<file path="config.mk">
export PLATFORM = sky130hd
export DESIGN_NAME = load_store_unit
export DESIGN_NICKNAME = d
export VERILOG_FILES = /design/src/rtl/lsu_pkg.sv /design/src/rtl/lsu_align.sv /design/src/rtl/load_store_unit.sv
export SDC_FILE = /design/constraint.sdc
export NUM_CORES = 1
export LEC_CHECK = 0
export ABC_AREA = 1
export CORE_ASPECT_RATIO = 0.5
export CORE_MARGIN = 2
export CORE_UTILIZATION = 46
export CTS_BUF_LIST = sky130_fd_sc_hd__clkbuf_8
export CTS_CLUSTER_DIAMETER = 50
export DETAILED_ROUTE_END_ITERATION = 7
export GPL_ROUTABILITY_DRIVEN = 0
export PLACE_DENSITY = 0.82
export RECOVER_POWER = 100
export SLEW_MARGIN = 10
export SYNTH_ARGS = -nofsm -noshare
export SYNTH_HDL_FRONTEND = slang
export SYNTH_SLANG_ARGS = --single-unit
</file>
<file path="constraint.sdc">
create_clock -name clk -period 2.21 [get_ports clk]
set_input_delay 0.3315 -clock clk [delete_from_list [all_inputs] [get_ports clk]]
set_output_delay 0.3315 -clock clk [all_outputs]
set_load 0.005 [all_outputs]
</file>
<file path="src/rtl/lsu_pkg.sv">
// Shared types, funct3 codes and size decode for the load/store unit.
package lsu_pkg;

  typedef enum logic [1:0] {
    IDLE,
    MEM,
    RESP
  } lsu_state_e;

  localparam logic [2:0] F3_B  = 3'b000;
  localparam logic [2:0] F3_H  = 3'b001;
  localparam logic [2:0] F3_W  = 3'b010;
  localparam logic [2:0] F3_D  = 3'b011;
  localparam logic [2:0] F3_BU = 3'b100;
  localparam logic [2:0] F3_HU = 3'b101;
  localparam logic [2:0] F3_WU = 3'b110;

  // The low two funct3 bits are log2 of the access size in bytes.
  function automatic logic [1:0] size_log2(input logic [2:0] funct3);
    return funct3[1:0];
  endfunction

endpackage

</file>
<file path="src/rtl/lsu_align.sv">
// Combinational lane alignment: store shift and byte enables, load shift and
// extension, and misaligned/illegal-width detection.
module lsu_align
  import lsu_pkg::*;
#(
  parameter int DATA_W = 32,
  parameter int OFF    = $clog2(DATA_W/8)
) (
  input  logic                we,
  input  logic [2:0]          funct3,
  input  logic [OFF-1:0]      offset,
  input  logic [DATA_W-1:0]   wdata,
  input  logic [DATA_W-1:0]   rdata,
  output logic [DATA_W/8-1:0] be,
  output logic [DATA_W-1:0]   store_data,
  output logic [DATA_W-1:0]   load_data,
  output logic                err
);

  localparam int BE_W = DATA_W/8;

  logic [1:0]        size;
  logic [OFF+2:0]    shamt;
  logic [BE_W-1:0]   size_mask;
  logic [OFF-1:0]    align_mask;
  logic [DATA_W-1:0] shifted;
  logic              illegal;
  logic              misaligned;

  assign size       = size_log2(funct3);
  assign shamt      = {offset, 3'b000};
  assign align_mask = OFF'((4'd1 << size) - 4'd1);

  always_comb begin
    size_mask = '0;
    case (size)
      2'd0: size_mask = BE_W'(8'h01);
      2'd1: size_mask = BE_W'(8'h03);
      2'd2: size_mask = BE_W'(8'h0F);
      2'd3: size_mask = BE_W'(8'hFF);
      default: size_mask = '0;
    endcase
  end

  // Stores only have signed-form codes; WU and D need a 64-bit datapath.
  always_comb begin
    illegal = 1'b0;
    if (we) begin
      illegal = funct3[2] || ((funct3 == F3_D) && (DATA_W != 64));
    end else begin
      illegal = (funct3 == 3'b111) ||
                (((funct3 == F3_D) || (funct3 == F3_WU)) && (DATA_W != 64));
    end
  end

  assign misaligned = |(offset & align_mask);
  assign err        = illegal | misaligned;

  assign be         = size_mask << offset;
  assign store_data = wdata << shamt;
  assign shifted    = rdata >> shamt;

  always_comb begin
    load_data = '0;
    case (funct3)
      F3_B:    load_data = DATA_W'($signed(shifted[7:0]));
      F3_BU:   load_data = DATA_W'(shifted[7:0]);
      F3_H:    load_data = DATA_W'($signed(shifted[15:0]));
      F3_HU:   load_data = DATA_W'(shifted[15:0]);
      F3_W:    load_data = DATA_W'($signed(shifted[31:0]));
      F3_WU:   load_data = DATA_W'(shifted[31:0]);
      F3_D:    load_data = shifted;
      default: load_data = '0;
    endcase
  end

endmodule

</file>
<file path="src/rtl/load_store_unit.sv">
// Registered, handshaked load/store unit: accepts one op in IDLE, holds the
// memory request until acknowledged, then pulses a one-cycle response.
module load_store_unit
  import lsu_pkg::*;
#(
  parameter int DATA_W     = 32,
  parameter int DM_ADDRESS = 9,
  parameter int OFF        = $clog2(DATA_W/8)
) (
  input  logic                    clk,
  input  logic                    reset,
  input  logic                    req_valid,
  output logic                    req_ready,
  input  logic                    req_we,
  input  logic [2:0]              req_funct3,
  input  logic [DATA_W-1:0]       req_addr,
  input  logic [DATA_W-1:0]       req_wdata,
  output logic                    rsp_valid,
  output logic [DATA_W-1:0]       rsp_rdata,
  output logic                    rsp_err,
  output logic                    mem_req,
  output logic                    mem_we,
  output logic [DM_ADDRESS-OFF-1:0] mem_addr,
  output logic [DATA_W/8-1:0]     mem_be,
  output logic [DATA_W-1:0]       mem_wdata,
  input  logic                    mem_ack,
  input  logic [DATA_W-1:0]       mem_rdata
);

  lsu_state_e state, state_next;

  logic                      we_q;
  logic [2:0]                funct3_q;
  logic [OFF-1:0]            offset_q;
  logic                      err_q;
  logic [DM_ADDRESS-OFF-1:0] addr_q;
  logic [DATA_W/8-1:0]       be_q;
  logic [DATA_W-1:0]         wdata_q;
  logic [DATA_W-1:0]         rdata_q;

  logic                      in_idle;
  logic                      sel_we;
  logic [2:0]                sel_funct3;
  logic [OFF-1:0]            sel_offset;
  logic [DATA_W/8-1:0]       al_be;
  logic [DATA_W-1:0]         al_store;
  logic [DATA_W-1:0]         al_load;
  logic                      al_err;
  logic                      unused_addr_bits;

  // The aligner sees the live request while idle and the held op otherwise.
  assign in_idle    = (state == IDLE);
  assign sel_we     = in_idle ? req_we : we_q;
  assign sel_funct3 = in_idle ? req_funct3 : funct3_q;
  assign sel_offset = in_idle ? req_addr[OFF-1:0] : offset_q;

  assign unused_addr_bits = ^req_addr[DATA_W-1:DM_ADDRESS];

  lsu_align #(
    .DATA_W (DATA_W),
    .OFF    (OFF)
  ) u_align (
    .we         (sel_we),
    .funct3     (sel_funct3),
    .offset     (sel_offset),
    .wdata      (req_wdata),
    .rdata      (mem_rdata),
    .be         (al_be),
    .store_data (al_store),
    .load_data  (al_load),
    .err        (al_err)
  );

  always_ff @(posedge clk or negedge reset) begin
    if (!reset) state <= IDLE;
    else        state <= state_next;
  end

  always_comb begin
    state_next = state;
    req_ready  = 1'b0;
    mem_req    = 1'b0;
    rsp_valid  = 1'b0;
    case (state)
      IDLE: begin
        req_ready = 1'b1;
        if (req_valid) state_next = al_err ? RESP : MEM;
      end
      MEM: begin
        mem_req = 1'b1;
        if (mem_ack) state_next = RESP;
      end
      RESP: begin
        rsp_valid  = 1'b1;
        state_next = IDLE;
      end
      default: state_next = IDLE;
    endcase
  end

  // Errors clear the response data at acceptance; stores clear it on ack.
  always_ff @(posedge clk or negedge reset) begin
    if (!reset) begin
      we_q     <= 1'b0;
      funct3_q <= '0;
      offset_q <= '0;
      err_q    <= 1'b0;
      addr_q   <= '0;
      be_q     <= '0;
      wdata_q  <= '0;
      rdata_q  <= '0;
    end else if (in_idle && req_valid) begin
      we_q     <= req_we;
      funct3_q <= req_funct3;
      offset_q <= req_addr[OFF-1:0];
      err_q    <= al_err;
      addr_q   <= req_addr[DM_ADDRESS-1:OFF];
      be_q     <= al_be;
      wdata_q  <= al_store;
      if (al_err) rdata_q <= '0;
    end else if ((state == MEM) && mem_ack) begin
      rdata_q <= we_q ? '0 : al_load;
    end
  end

  assign mem_we    = mem_req & we_q;
  assign mem_addr  = addr_q;
  assign mem_be    = be_q;
  assign mem_wdata = wdata_q;
  assign rsp_err   = rsp_valid & err_q;
  assign rsp_rdata = rdata_q;

endmodule

</file>
== Word level (Yosys, flattened, before mapping) ==
Index checks and enable logic that the tools add are counted.
Storage, ports and cells
  bits in registers: 84
  latch bits: 0
  memory bits (writable): 0
  ROM bits: 0
  bits of input ports: 104
  output and inout port bits: 80
  memories kept: 0
Cells by class
  $add $sub $neg: 1
  multiply operators: 0
  divide/modulo/power cells: 0
  magnitude comparators: 0
  equal/unequal tests: 15
  shifts and indexed selects: 4
  multiplexer cells: 17
  bitwise operators: 4
  reductions and logical operators: 14
Operator list (number)
  $pmux W32 S5: 1
  $mux W32: 4
  $shl A32 B5 Y32: 1
  $shr A32 B5 Y32: 1
  $eq A3 B3 Y1 const B: 4
  $pmux W4 S3: 1
  $mux W2: 4
  $eq A2 B2 Y1 const B: 3
  $eq A3 B2 Y1 const B: 2
  $ne A2 B2 Y1 const B: 3
  $mux W1: 5
  $eq A2 B1 Y1 const B: 2
  $logic_not A2 Y1: 2
  $pmux W2 S2: 1
  $reduce_and A2 Y1: 2
  $reduce_or A2 Y1: 2
  $shl A4 B2 Y4: 1
  $eq A3 B1 Y1 const B: 1
  $logic_not A3 Y1: 1
  $logic_or A1 B1 Y1: 3
  $mux W3: 1
  $reduce_or A3 Y1: 1
  $and A1 B1 Y1: 2
  $and A2 B2 Y2: 1
  5 further kinds: 6

== Depth between registers and ports, before layout ==
  depth in word-level cells: 10
  gate-level depth with buffers: 12

== By module ==
From an unflattened synthesis, not the netlist that was laid out.
Second synthesis, totals
  cells, all modules: 749
  area total of the unflattened synthesis: 5139.9 sq um
By module, submodules not included
  load_store_unit: instances 1, cells an instance 449, area an instance 3687.3 sq um, sequential area each 2102.0 sq um
  lsu_align: instances 1, cells an instance 300, area an instance 1452.6 sq um, sequential area each 0.0 sq um

== Worst setup path after synthesis ==
Ideal clock, no wire load.
  path type: reg2reg
  start: register state[1]
  end: register rdata_q[2] (netlist: rsp_rdata[2])
  arrival time: 1467 ps
  data required time: 2093 ps
  slack: 625 ps
  stages on the path, launching flop included: 11
  buffers on the path: 2
  period minus slack after synthesis: 1585 ps
  cell sequence: dfrtp_1 > nor2_4 > buf_6 > nand2_1 > nand2_2 > nand3_2 > nand2_1 > inv_2 > buf_4 > nand3_1 > nand2_1
On the way
  cells in the longest elaborated chain, start to end: 9
  elaborated cells on any way between the ends: 33
  classes of those cells: add/sub: 1; eq/ne: 9; shift: 2; mux: 8; bitwise: 2; reduce/logical: 11
RTL lines
  from (decl): line load_store_unit.sv:30  | lsu_state_e state, state_next;
  from (signal assigned): line load_store_unit.sv:76  | else state <= state_next;
  parallel branches: the longest is 9 deep, another holds $shr A32 B5 Y32
  to (signal assigned): line load_store_unit.sv:122  | rdata_q <= we_q ? '0 : al_load;
  to (decl): line load_store_unit.sv:39  | logic [DATA_W-1:0] rdata_q;
Parallel ways; which one is timed is not known. The select of a mux whose other input is x is not followed.
A chain may end at the register's enable or synchronous reset.

== Worst setup path in the final report ==
  start: register state[0]
  end: output port mem_we
On the way
  cells in the longest elaborated chain, start to end: 3
RTL lines
  $eq A2 B1 Y1: line load_store_unit.sv:84  | case (state)
  $mux W1: line load_store_unit.sv:84
  $and A1 B1 Y1: line load_store_unit.sv:126  | assign mem_we = mem_req & we_q;
  to (decl): line load_store_unit.sv:22  | output logic mem_we,
Every way passes these cells.

==> metrics.cfg <==
[power_and_ir_drop]
p_leak_uw = 0.00340
ir_worst_vdd_uv = 687
p_per_area_mw_per_mm2 = 1370

[yosys]
ys_types = 28
syn_area_per_cell_um2 = 7.47
muxShareOfSynthArea_pct = 0
synthTopCellsByArea = dfrtp_1 (43%), nand2_1 (16%), nand3_1 (10%), o21ai_0 (6.7%), inv_1 (2.8%)
synthesis.instances = 655
synth_compound_area_share_pct = 11.1
syn-num-nets = 759
synthAdderAreaFrac_pct = 0
yosys.area.top_type = dfrtp_1
synthDominantCellAreaShare_pct = 43.0
syn_area_mm2 = 0.00489
synth_seq_cells = 84
yosysWarnings = 0
yosys.area_share.simple_pct = 37.0
seq_area_frac_synth_pct = 43.0
synth_top_family_by_area = simple AND/OR/NAND/NOR gates
yosys.area_share.xor_xnor_pct = 0

[place]
io_buffers = 160
post-place-ws_ns = 0.0487
place_hpwl_um = 10600

[floorplan]
ios = 184
initial_core_util_pct = 47.6
dieHeight_um = 76.9
core_area_mm2 = 0.0103
die_w_um = 150
rows = 26
dieArea_mm2 = 0.0115

[clocking]
path_clk_slew_ns = 0.08
cts.sinks = 84
cts_tree = built
clk_path_buf_depth = 2
clkLatencyLatePin_ns = 0.37
cts.htree.levels = 3
root_buffer = clkbuf_8
cts_buffers = 9
cts_setup_buffers = 0

[setup_path]
cp_num_buf_inv = 3
r2r_setup_slack_ns = 0.18
cp_max_fo = 4
reg2reg_depth = 10
crit_type = reg -> out
cp-end-kind = output port
r2r-end = rsp_rdata[18]$_DFFE_PN0P_
crit_chain = inv_2 > nor2_1 > inv_1 > nor2_1 > clkdlybuf4s50_1
cp-start-kind = register
arrival_ns = 1.78
cp_slowest_cell = clkdlybuf4s50_1
critPathMaxStageDelay_ns = 0.51
r2r-start = state[1]$_DFFE_PN0P_
cp_top_family = buffers and inverters
crit_required_ns = 1.88
cp_common_cell = nor2_1

[routing]
routedWlPerCell_um = 15.3
dr.pass1.iters = 5
vias = 5091
via_per_inst = 5.38
postRouteWirelength_um = 14500
drt.antenna.violating_nets = 0
drt-initial-drc-count = 367
drc = 0

[global_route]
grt_pass1_wl_um = 23700
grt_util_all_layers_pct = 25.9
grt-ovfl-total = 0
grt_start_max_net_pins = 47
grt_pass1_vias = 4833
antenna_found_initial = 0

[layout]
diodes = 0
mostFrequentLayoutCells = nand2_1 (209), nand3_1 (104), dfrtp_1 (84)
final_common_cell = nand2_1
drive_gt1_share_pct = 8.44
fin_nets = 906
n_fill_cell = 929
syn2layout_area_growth_pct = 36.8
final-seq-area_mm2 = 0.00210
multi_input_area_mm2 = 0.00233

[timing]
hold_slack_ns = 0.480
fmax_mhz = 474
slew_viol_final = 0
finalSetupViolCount = 0
slew_headroom_pct = 36.0
period_needed_ns = 2.11
rsz0062_at_grt = false
hold_viol = 0
fin_ws_ns = 0.101
finalSetupTns_ns = 0
layout_worst_path_cycle_share_pct = 95.4
skew_ns = 0.0109
tightestPinTransition_ns = 0.960

[worst_hold_path]
whs_endpoint = mem_be[0]$_DFFE_PN0P_
holdPathStages = 2
hold_class = reg -> reg
min_from = mem_be[0]$_DFFE_PN0P_

[run_status]
status = complete, no violations

[run]
cap_viol_max_count = 0

## where the power goes
| part | internal, uW | switching, uW |
|---|---|---|
| combinational | 2270 | 3390 |
| sequential | 2200 | 357 |
| clock | 392 | 563 |
| total | 4860 | 4310 |
## layout make-up
cell class | instances | share of cell area (%)
multi-input combinational | 485 | 34.9
sequential | 84 | 31.4
timing repair buffer | 180 | 26.3
tap | 140 | 2.62
inverter | 42 | 2.39
clock buffer | 9 | 1.85
clock inverter | 6 | 0.505
## worst max path at each step
stage / startpoint / endpoint / slack [ns] / depth (start not counted)
finish: state[0]$_DFFE_PN0P_ / mem_we / 0.10 / 5
global route: state[0]$_DFFE_PN0P_ / mem_we / 0.02 / 5
CTS: state[1]$_DFFE_PN0P_ / rsp_rdata[15]$_DFFE_PN0P_ / 0.08 / 10
detailed placement: req_addr[1] / rsp_rdata[16]$_DFFE_PN0P_ / 0.05 / 10
global placement: req_addr[1] / rsp_rdata[16]$_DFFE_PN0P_ / 0.09 / 10
floorplan: state[1]$_DFFE_PN0P_ / rsp_rdata[2]$_DFFE_PN0P_ / 0.63 / 10
## worst register-to-register path, delay by kind of cell, from the launching register on
kind	cells	cell delay, ns
simple gates	9	1.33
flops	1	0.44
buf+inv	1	0.20
## registers in the layout, summed over array words and instances (netlist names)
| signal | count |
|---|---|
| err_q | 1 |
| funct3_q | 3 |
| mem_addr | 7 |
| mem_be | 4 |
| mem_wdata | 32 |
| offset_q | 2 |
| rsp_rdata | 32 |
| state | 2 |
| we_q | 1 |
## synthesized netlist by cell type (all sizes together)
cell type / number
dfrtp: 84
o21ai: 66
nand2: 227
nor3: 1
nand4: 12
o21a: 1
nor2: 29
clkbuf: 11
o22ai: 1
o211ai: 8
nand3: 113
a31oi: 8
inv: 42
buf: 33
a21oi: 18
and2: 1
## logic make-up after synthesis
kind of cell	after synthesis
DFF	84
buffers and inverters	86
AOI/OAI and AO/OA	102
and+or+nand+nor	383
## through the flow
stage                     total power [uW]  area (um^2)  std cells  utilization (%)
after floorplan                       6280         4890        655                -
after global placement                8370         6560        930             63.8
after detailed placement              8500         6560        930             63.8
after CTS                             9490         6730        946             65.5
after global routing                  9970         6690        946             65.1
final                                 9170         6690        946             65.1
## per-layer routing
layer  part of all wire, %  global-route usage, %  vias up
li1                      -                      -     2453
met1                    43                   32.6     2408
met2                    49                   44.2      204
met3                   6.4                   6.85       26
met4                   1.6                   7.26        0
met5                     0                      0        -
## repair_timing
action / in CTS / in global routing
resized for setup: 0 / 1
hold endpoints to repair: 35 / 0
endpoints found under the setup margin: 0 / 24
hold buffers: 1 / 0
(Power assumes the default switching activity.)
